**src/rtl/btn_sw_conditioner_if.sv**
```systemverilog
// Board-input conditioner bus: raw pins and snapshot acknowledge in, conditioned
// button/switch state and confirm strobe out.
interface btn_sw_conditioner_if #(
   parameter int unsigned SW_WIDTH = 16
);
   logic                btn_raw;
   logic [SW_WIDTH-1:0] sw_raw;
   logic                snap_ack;
   logic                confirm_pulse;
   logic                btn_level;
   logic [SW_WIDTH-1:0] sw_sync;
   logic [SW_WIDTH-1:0] sw_snapshot;
   logic                snap_valid;
   logic [7:0]          press_count;

   // Board / consumer side
   modport master (
      output btn_raw, sw_raw, snap_ack,
      input  confirm_pulse, btn_level, sw_sync, sw_snapshot, snap_valid, press_count
   );

   // Conditioner side
   modport slave (
      input  btn_raw, sw_raw, snap_ack,
      output confirm_pulse, btn_level, sw_sync, sw_snapshot, snap_valid, press_count
   );
endinterface

```
**src/rtl/btn_sw_conditioner.sv**
```systemverilog
// Synchronises the confirm button and slide switches, debounces the button and
// emits one confirm pulse plus a switch snapshot per accepted press.
module btn_sw_conditioner #(
   parameter int unsigned SW_WIDTH        = 16,
   parameter int unsigned SYNC_STAGES     = 2,
   parameter int unsigned DEBOUNCE_CYCLES = 1_000_000
) (
   input logic                  clock,
   input logic                  reset,
   btn_sw_conditioner_if.slave  bus
);
   localparam int unsigned CNT_W  = $clog2(DEBOUNCE_CYCLES);
   localparam int unsigned SYNC_W = SW_WIDTH + 1;
   localparam logic [CNT_W-1:0] CNT_LAST = CNT_W'(DEBOUNCE_CYCLES - 1);

   typedef enum logic [1:0] {
      IDLE       = 2'd0,
      PRESS_WAIT = 2'd1,
      PRESSED    = 2'd2,
      REL_WAIT   = 2'd3
   } state_t;

   logic [SYNC_W-1:0]   sync_q [SYNC_STAGES];
   logic                btn_s;
   logic [SW_WIDTH-1:0] sw_s;

   state_t              state_q, state_d;
   logic [CNT_W-1:0]    cnt_q, cnt_d;
   logic                accept_c;

   logic                pulse_q, pulse_d;
   logic                level_q, level_d;
   logic [SW_WIDTH-1:0] snap_q, snap_d;
   logic                valid_q, valid_d;
   logic [7:0]          count_q, count_d;

   // Button and switches share one synchroniser chain; button is the MSB
   always_ff @(posedge clock or negedge reset) begin
      if (!reset) begin
         for (int unsigned i = 0; i < SYNC_STAGES; i++) sync_q[i] <= '0;
      end else begin
         sync_q[0] <= {bus.btn_raw, bus.sw_raw};
         for (int unsigned i = 1; i < SYNC_STAGES; i++) sync_q[i] <= sync_q[i-1];
      end
   end

   assign btn_s = sync_q[SYNC_STAGES-1][SW_WIDTH];
   assign sw_s  = sync_q[SYNC_STAGES-1][SW_WIDTH-1:0];

   always_ff @(posedge clock or negedge reset) begin
      if (!reset) begin
         state_q <= IDLE;
         cnt_q   <= '0;
      end else begin
         state_q <= state_d;
         cnt_q   <= cnt_d;
      end
   end

   // Debounce: a level change is accepted only after DEBOUNCE_CYCLES stable samples
   always_comb begin
      state_d  = state_q;
      cnt_d    = cnt_q;
      accept_c = 1'b0;
      case (state_q)
         IDLE: begin
            if (btn_s) begin
               state_d = PRESS_WAIT;
               cnt_d   = '0;
            end
         end
         PRESS_WAIT: begin
            if (!btn_s) begin
               state_d = IDLE;
               cnt_d   = '0;
            end else if (cnt_q == CNT_LAST) begin
               state_d  = PRESSED;
               accept_c = 1'b1;
            end else begin
               cnt_d = cnt_q + CNT_W'(1);
            end
         end
         PRESSED: begin
            if (!btn_s) begin
               state_d = REL_WAIT;
               cnt_d   = '0;
            end
         end
         REL_WAIT: begin
            if (btn_s) begin
               state_d = PRESSED;
               cnt_d   = '0;
            end else if (cnt_q == CNT_LAST) begin
               state_d = IDLE;
            end else begin
               cnt_d = cnt_q + CNT_W'(1);
            end
         end
         default: begin
            state_d = IDLE;
            cnt_d   = '0;
         end
      endcase
   end

   // Capture wins over a coincident acknowledge
   always_comb begin
      pulse_d = accept_c;
      level_d = (state_d == PRESSED) || (state_d == REL_WAIT);
      snap_d  = snap_q;
      valid_d = valid_q;
      count_d = count_q;
      if (accept_c) begin
         snap_d  = sw_s;
         valid_d = 1'b1;
         count_d = count_q + 8'd1;
      end else if (bus.snap_ack) begin
         valid_d = 1'b0;
      end
   end

   always_ff @(posedge clock or negedge reset) begin
      if (!reset) begin
         pulse_q <= 1'b0;
         level_q <= 1'b0;
         snap_q  <= '0;
         valid_q <= 1'b0;
         count_q <= '0;
      end else begin
         pulse_q <= pulse_d;
         level_q <= level_d;
         snap_q  <= snap_d;
         valid_q <= valid_d;
         count_q <= count_d;
      end
   end

   assign bus.confirm_pulse = pulse_q;
   assign bus.btn_level     = level_q;
   assign bus.sw_sync       = sw_s;
   assign bus.sw_snapshot   = snap_q;
   assign bus.snap_valid    = valid_q;
   assign bus.press_count   = count_q;
endmodule

```
**src/flat_wrapper.sv**
```systemverilog
// flat-port wrapper written by rule: the top's interface ports become plain ports
module btn_sw_conditioner_flat 
#(
   parameter int unsigned SW_WIDTH        = 16,
   parameter int unsigned SYNC_STAGES     = 2,
   parameter int unsigned DEBOUNCE_CYCLES = 1_000_000
)
  (clock, reset, bus_btn_raw, bus_sw_raw, bus_snap_ack, bus_confirm_pulse, bus_btn_level, bus_sw_sync, bus_sw_snapshot, bus_snap_valid, bus_press_count);
  btn_sw_conditioner_if #(.SW_WIDTH(SW_WIDTH)) bus_i ();
  input logic clock;
  input logic reset;
  input wire logic [$bits(bus_i.btn_raw)-1:0] bus_btn_raw;
  input wire logic [$bits(bus_i.sw_raw)-1:0] bus_sw_raw;
  input wire logic [$bits(bus_i.snap_ack)-1:0] bus_snap_ack;
  output wire logic [$bits(bus_i.confirm_pulse)-1:0] bus_confirm_pulse;
  output wire logic [$bits(bus_i.btn_level)-1:0] bus_btn_level;
  output wire logic [$bits(bus_i.sw_sync)-1:0] bus_sw_sync;
  output wire logic [$bits(bus_i.sw_snapshot)-1:0] bus_sw_snapshot;
  output wire logic [$bits(bus_i.snap_valid)-1:0] bus_snap_valid;
  output wire logic [$bits(bus_i.press_count)-1:0] bus_press_count;
  assign bus_i.btn_raw = bus_btn_raw;
  assign bus_i.sw_raw = bus_sw_raw;
  assign bus_i.snap_ack = bus_snap_ack;
  assign bus_confirm_pulse = bus_i.confirm_pulse;
  assign bus_btn_level = bus_i.btn_level;
  assign bus_sw_sync = bus_i.sw_sync;
  assign bus_sw_snapshot = bus_i.sw_snapshot;
  assign bus_snap_valid = bus_i.snap_valid;
  assign bus_press_count = bus_i.press_count;
  btn_sw_conditioner #(.SW_WIDTH(SW_WIDTH), .SYNC_STAGES(SYNC_STAGES), .DEBOUNCE_CYCLES(DEBOUNCE_CYCLES)) u_core (.clock(clock), .reset(reset), .bus(bus_i));
endmodule
```
**config.mk**
```make
export PLATFORM = sky130hd
export DESIGN_NAME = btn_sw_conditioner_flat
export DESIGN_NICKNAME = d
export VERILOG_FILES = /design/src/rtl/btn_sw_conditioner_if.sv /design/src/rtl/btn_sw_conditioner.sv /design/src/flat_wrapper.sv
export SDC_FILE = /design/constraint.sdc
export NUM_CORES = 1
export LEC_CHECK = 0
export BUFFER_PORTS_ARGS = -buffer_cell sky130_fd_sc_hd__clkbuf_2
export CELL_PAD_IN_SITES_DETAIL_PLACEMENT = 0
export CELL_PAD_IN_SITES_GLOBAL_PLACEMENT = 2
export CORE_ASPECT_RATIO = 0.6
export CORE_MARGIN = 8
export CORE_UTILIZATION = 39
export DETAILED_ROUTE_END_ITERATION = 8
export PLACE_DENSITY = 0.85
export REMOVE_ABC_BUFFERS = 1
export SLEW_MARGIN = 20
export SYNTH_ARGS = -nofsm -noshare
export SYNTH_HDL_FRONTEND = slang
export SYNTH_SLANG_ARGS = --single-unit
```
**constraint.sdc**
```tcl
create_clock -name clock -period 4.6 [get_ports clock]
set_input_delay 0.92 -clock clock [delete_from_list [all_inputs] [get_ports clock]]
set_output_delay 0.92 -clock clock [all_outputs]
set_load 0.02 [all_outputs]
```
Word-level counts from Yosys, hierarchy flattened
Cells that the tools add are included.
{"block": "op_classes", "add_sub_neg": 2, "muxes": 18, "n_eq_ne": 8, "reduce_logical": 4}
{"operator": "20-bit 2-to-1 mux", "count": 5}
{"operator": "20-bit case mux with 4 select lines", "count": 1}
{"operator": "20-bit by 1-bit adder with 20-bit output (second input constant)", "count": 1}
{"operator": "20-bit equality test (second input constant)", "count": 1}
{"operator": "2-bit 2-to-1 mux", "count": 6}
{"operator": "8-bit by 1-bit adder with 8-bit output (second input constant)", "count": 1}
{"operator": "2-bit equality test (second input constant)", "count": 4}
{"operator": "2-bit case mux with 4 select lines", "count": 1}
{"operator": "1-bit 2-to-1 mux", "count": 5}
{"operator": "2-bit by 1-bit equality test with 1-bit output (second input constant)", "count": 1}
{"operator": "2-bit logical NOT", "count": 1}
{"operator": "2-bit by 1-bit inequality test with 1-bit output (second input constant)", "count": 1}
{"operator": "2-bit inequality test (second input constant)", "count": 1}
{"operator": "2-bit AND reduction", "count": 1}
{"operator": "2-bit nonzero test", "count": 1}
{"operator": "1-bit logical OR", "count": 1}
{"block": "word_totals", "output_inout_bits": 43, "ff_bits": 83}

Depth between registers and ports, before layout
{"block": "depth", "depth_word": 6, "mapped_depth": 7, "ltp_nobuf": 5}

Least setup slack after synthesis
No wires, ideal clock.
{"block": "synth_timing", "path_kind": "register to register", "startpoint": "reg u_core.cnt_q[7]", "endpoint": "reg u_core.snap_q[10] (netlist: u_core.bus.sw_snapshot[10])", "period_less_slack_ps": 2065, "path_stages_with_launch": 7, "arrival_time_ps": 1940, "path_slack_ps": 2535, "setup_ps": 125, "cell_sequence": "dfrtp_1 > or4b_4 > nor4_4 > and3_1 > buf_6 > buf_6 > mux2_2"}
{"block": "synth_between", "elab_chain_len": 4}
{"element": "start, declared", "line_no": "btn_sw_conditioner.sv:28", "text": "logic [CNT_W-1:0] cnt_q, cnt_d;"}
{"element": "start signal, assigned", "line_no": "btn_sw_conditioner.sv:56", "text": "cnt_q <= cnt_d;"}
{"element": "20-bit equality test", "line_no": "btn_sw_conditioner.sv:76", "text": "end else if (cnt_q == CNT_LAST) begin"}
{"element": "1-bit 2-to-1 mux", "line_no": "btn_sw_conditioner.sv:76"}
{"element": "1-bit 2-to-1 mux", "line_no": "btn_sw_conditioner.sv:73", "text": "if (!btn_s) begin"}
{"element": "1-bit 2-to-1 mux", "line_no": "btn_sw_conditioner.sv:65", "text": "case (state_q)"}
{"element": "end signal, assigned", "line_no": "btn_sw_conditioner.sv:132", "text": "snap_q <= snap_d;"}
{"element": "end, declared", "line_no": "btn_sw_conditioner.sv:33", "text": "logic [SW_WIDTH-1:0] snap_q, snap_d;"}
No other way between the ends.
A chain may end at the register's enable or synchronous reset.

Worst setup path in the final report
{"block": "layout_timing", "startpoint": "reg u_core.cnt_q[1]", "endpoint": "reg u_core.snap_q[13] (netlist: u_core.bus.sw_snapshot[13])"}
Same word-level chain as after synthesis.

==> flow_summary.json <==
{
  "crit_path_start": "u_core.cnt_q[1]",
  "ys_async_sr_fraction_pct": 100,
  "drv_slew": 0,
  "crit_type": "register to register",
  "cts_max_path_buffers": 2,
  "synth_top_area_cell": "dfrtp_1",
  "skew_ns": 0.00707,
  "p_seq_share_pct": 47.1,
  "synth-seq-cells": 83,
  "tightest_slew_ns": 0.918,
  "path_clk_slew_ns": 0.06,
  "stdcell_area_um2": 4140,
  "syn_avg_cell_area_um2": 12.1,
  "antenna_found_initial": 0,
  "worst_skew_pair.late_latency_ns": 0.34,
  "synth_cells": 291,
  "syn-cell-area_um2": 3510,
  "p_total_mw": 1.61,
  "num_vias": 2378,
  "cp.arrival_ns": 3.28,
  "wire_per_inst_um": 17.6,
  "grt_pass1_wl_um": 13400,
  "p_clk_share_pct": 48.5,
  "start_util_pct": 40.7,
  "slew_headroom_pct": 38.7,
  "cellLeakagePower_nw": 2.00,
  "rsz0062_at_grt": "no",
  "p_per_area_nw_per_um2": 390,
  "peakVddDrop_v": 0.000239,
  "layout-drive-gt1-share_pct": 32.2,
  "cts_tree": "built",
  "core_um2": 8620,
  "yosysUniqueCellTypes": 49,
  "clockRootBuffer": "clkbuf_16",
  "die_area_um2": 12400,
  "timing.rr.end": "u_core.bus.sw_snapshot[13]",
  "grt_max_degree": 84,
  "drc": 0,
  "cts-resized-gates": 0,
  "sw_frac_of_total_pct": 21.8,
  "synth_top_area_share_pct": 59.2,
  "die_y_um": 89.5,
  "switchingPower_uw": 351,
  "ys_top_cells_by_area": "dfrtp_1, mux2_2, buf_4",
  "crit_end": "u_core.bus.sw_snapshot[13]",
  "fmax_ghz": 0.327,
  "p_int_mw": 1.26,
  "numCtsBuffers": 9,
  "r2r_cells": 5,
  "hold_viol": 0,
  "antenna_cells": 0,
  "final_core_util_pct": 48.0,
  "min_path_type": "register to register",
  "setup_viol": 0,
  "endpoint_kind": "register",
  "drt-total-wl_um": 8020,
  "grtUsageTotal_pct": 13.9,
  "port_buffers": 62,
  "ant_nets": 0,
  "hpwl_um": 5670,
  "placed_cells": 442,
  "status": "completed",
  "gp_congestion": 0.842,
  "ys_seq_area_share_pct": 59.2,
  "via_per_inst": 5.20,
  "cp-start-kind": "register",
  "rows": 26,
  "ys.flop_type": "dfrtp_1",
  "dr.pass1.iters": 4,
  "period_needed_ns": 3.06,
  "die_w_um": 138,
  "cts_setup_buffers": 0,
  "layout.cells.non_filler": 457,
  "ys.warnings.count": 0,
  "top_level_ports": 63,
  "cap_violations": 0,
  "place_area_um2": 3810,
  "r2r_setup_slack_ns": 1.54,
  "combPwrFrac_pct": 4.4,
  "grt_pass1_vias": 2424,
  "drtIter0Drc": 134,
  "cts_hold_repair.buffers": 0,
  "fin_tns_setup_ns": 0,
  "post-route-period-util_pct": 66.6,
  "overflow": 0,
  "synth_edf_count": 0,
  "clkSinkCount": 83,
  "path_max_fanout": 19,
  "htreeDepth": 3,
  "syn_to_final_growth_pct": 17.9,
  "reg2reg_from": "u_core.cnt_q[1]",
  "layout.nets": 363,
  "required_ns": 4.82
}
[cells in the mapped netlist (2+ instances only)]
| cell type | n |
|---|---|
| a21oi_1 | 9 |
| mux2_2 | 19 |
| nor4_1 | 3 |
| xnor2_1 | 6 |
| and2_1 | 3 |
| o21ai_0 | 2 |
| and4_1 | 3 |
| buf_4 | 16 |
| nand3_1 | 16 |
| o211ai_1 | 2 |
| or3_1 | 3 |
| buf_6 | 2 |
| nor3_1 | 3 |
| nor2_1 | 8 |
| clkbuf_1 | 6 |
| or4_1 | 3 |
| or2_2 | 3 |
| and3_1 | 5 |
| xor2_1 | 5 |
| nand2b_1 | 9 |
| nand4_1 | 11 |
| inv_1 | 5 |
| o311ai_0 | 2 |
| nand2_1 | 28 |
| nand3b_1 | 3 |
| o22ai_1 | 3 |
| mux2i_1 | 8 |
| ha_1 | 2 |
| dfrtp_1 | 83 |
[routing by layer]
layer  track usage [%]  wire length, um  up-vias
met3              5.15              462        6
met2              19.8             3330       54
met1              18.7             4140     1192
li1                  -                -     1126
met4              5.29               99        0
met5                 0                0        -
[how the worst min path moves through the flow]
stage | from | endpoint | slack [ns] | cells past startpoint
3_3_place_gp | u_core.sync_q[17] | u_core.bus.sw_sync[0] | 0.33 | 0
6_report | u_core.sync_q[20] | u_core.bus.sw_sync[3] | 0.35 | 0
2_1_floorplan | u_core.sync_q[33] | u_core.btn_s | 0.33 | 0
3_5_place_dp | u_core.sync_q[20] | u_core.bus.sw_sync[3] | 0.34 | 0
4_1_cts | u_core.sync_q[20] | u_core.bus.sw_sync[3] | 0.35 | 0
5_1_grt | u_core.sync_q[23] | u_core.bus.sw_sync[6] | 0.35 | 0
[final cells by class]
class                           instances  area [um2]
Fill cell                             796        4480
Sequential cell                        83        2080
Inverter                                5        18.8
Clock buffer                           10         239
Tap cell                              112         140
Multi-Input combinational cell        178        1240
Timing Repair Buffer                   64         332
Clock inverter                          5        86.3
[kinds of logic (layout without fill, tap and decap cells)]
| group | after synthesis | in the layout | share of synthesized area (%) |
|---|---|---|---|
| fa+ha+maj | 2 | 2 | 0.713 |
| xor+xnor | 11 | 11 | 2.75 |
| buf+inv | 30 | 84 | 5.38 |
| simple gates | 112 | 112 | 18.6 |
| flops | 83 | 83 | 59.2 |
| mux | 27 | 27 | 8.38 |
| compound gates | 26 | 26 | 5.03 |
[state kept, by name (all words and copies together), names as in the netlist]
name,cells
u_core.cnt_q,20
u_core.sync_q,17
u_core.bus.sw_snapshot,16
u_core.bus.sw_sync,16
u_core.bus.press_count,8
u_core.state_q,2
u_core.btn_s,1
u_core.bus.btn_level,1
u_core.bus.confirm_pulse,1
u_core.bus.snap_valid,1
[per-stage QoR]
step | hold WS, ns | worst slack, ns
after global routing | 0.353 | 1.21
after global placement | 0.331 | 1.65
after CTS | 0.349 | 1.50
final | 0.346 | 1.54
after floorplan | 0.331 | 2.09
after detailed placement | 0.336 | 1.52
[cell usage in the layout, fill, tap and decap left out, types with 8 or more instances in the layout]
master     synthesis  routed
dfrtp_1           83      83
clkbuf_2           0      61
nand2_1           28      28
mux2_2            19      19
nand3_1           16      16
nand4_1           11      11
nand2b_1           9       9
a21oi_1            9       9
clkbuf_16          0       9
nor2_1             8       8
mux2i_1            8       8
[power groups by stage]
stage,Clock (mW),Combinational [mW],Sequential [mW]
global route,0.838,0.0796,0.762
detailed placement,0,0.0714,0.773
global placement,0,0.0702,0.772
floorplan,0,0.0217,0.779
CTS,0.804,0.0720,0.760
finish,0.782,0.0709,0.760
[worst max-delay path, cell delays in order, from the launching register on]
cell     delay (ns)
dfrtp_1        0.44
ha_1           0.24
nand3_1        0.26
nor4_4         0.72
and3_1         0.85
mux2_2         0.42
(Power assumes the default switching activity.)
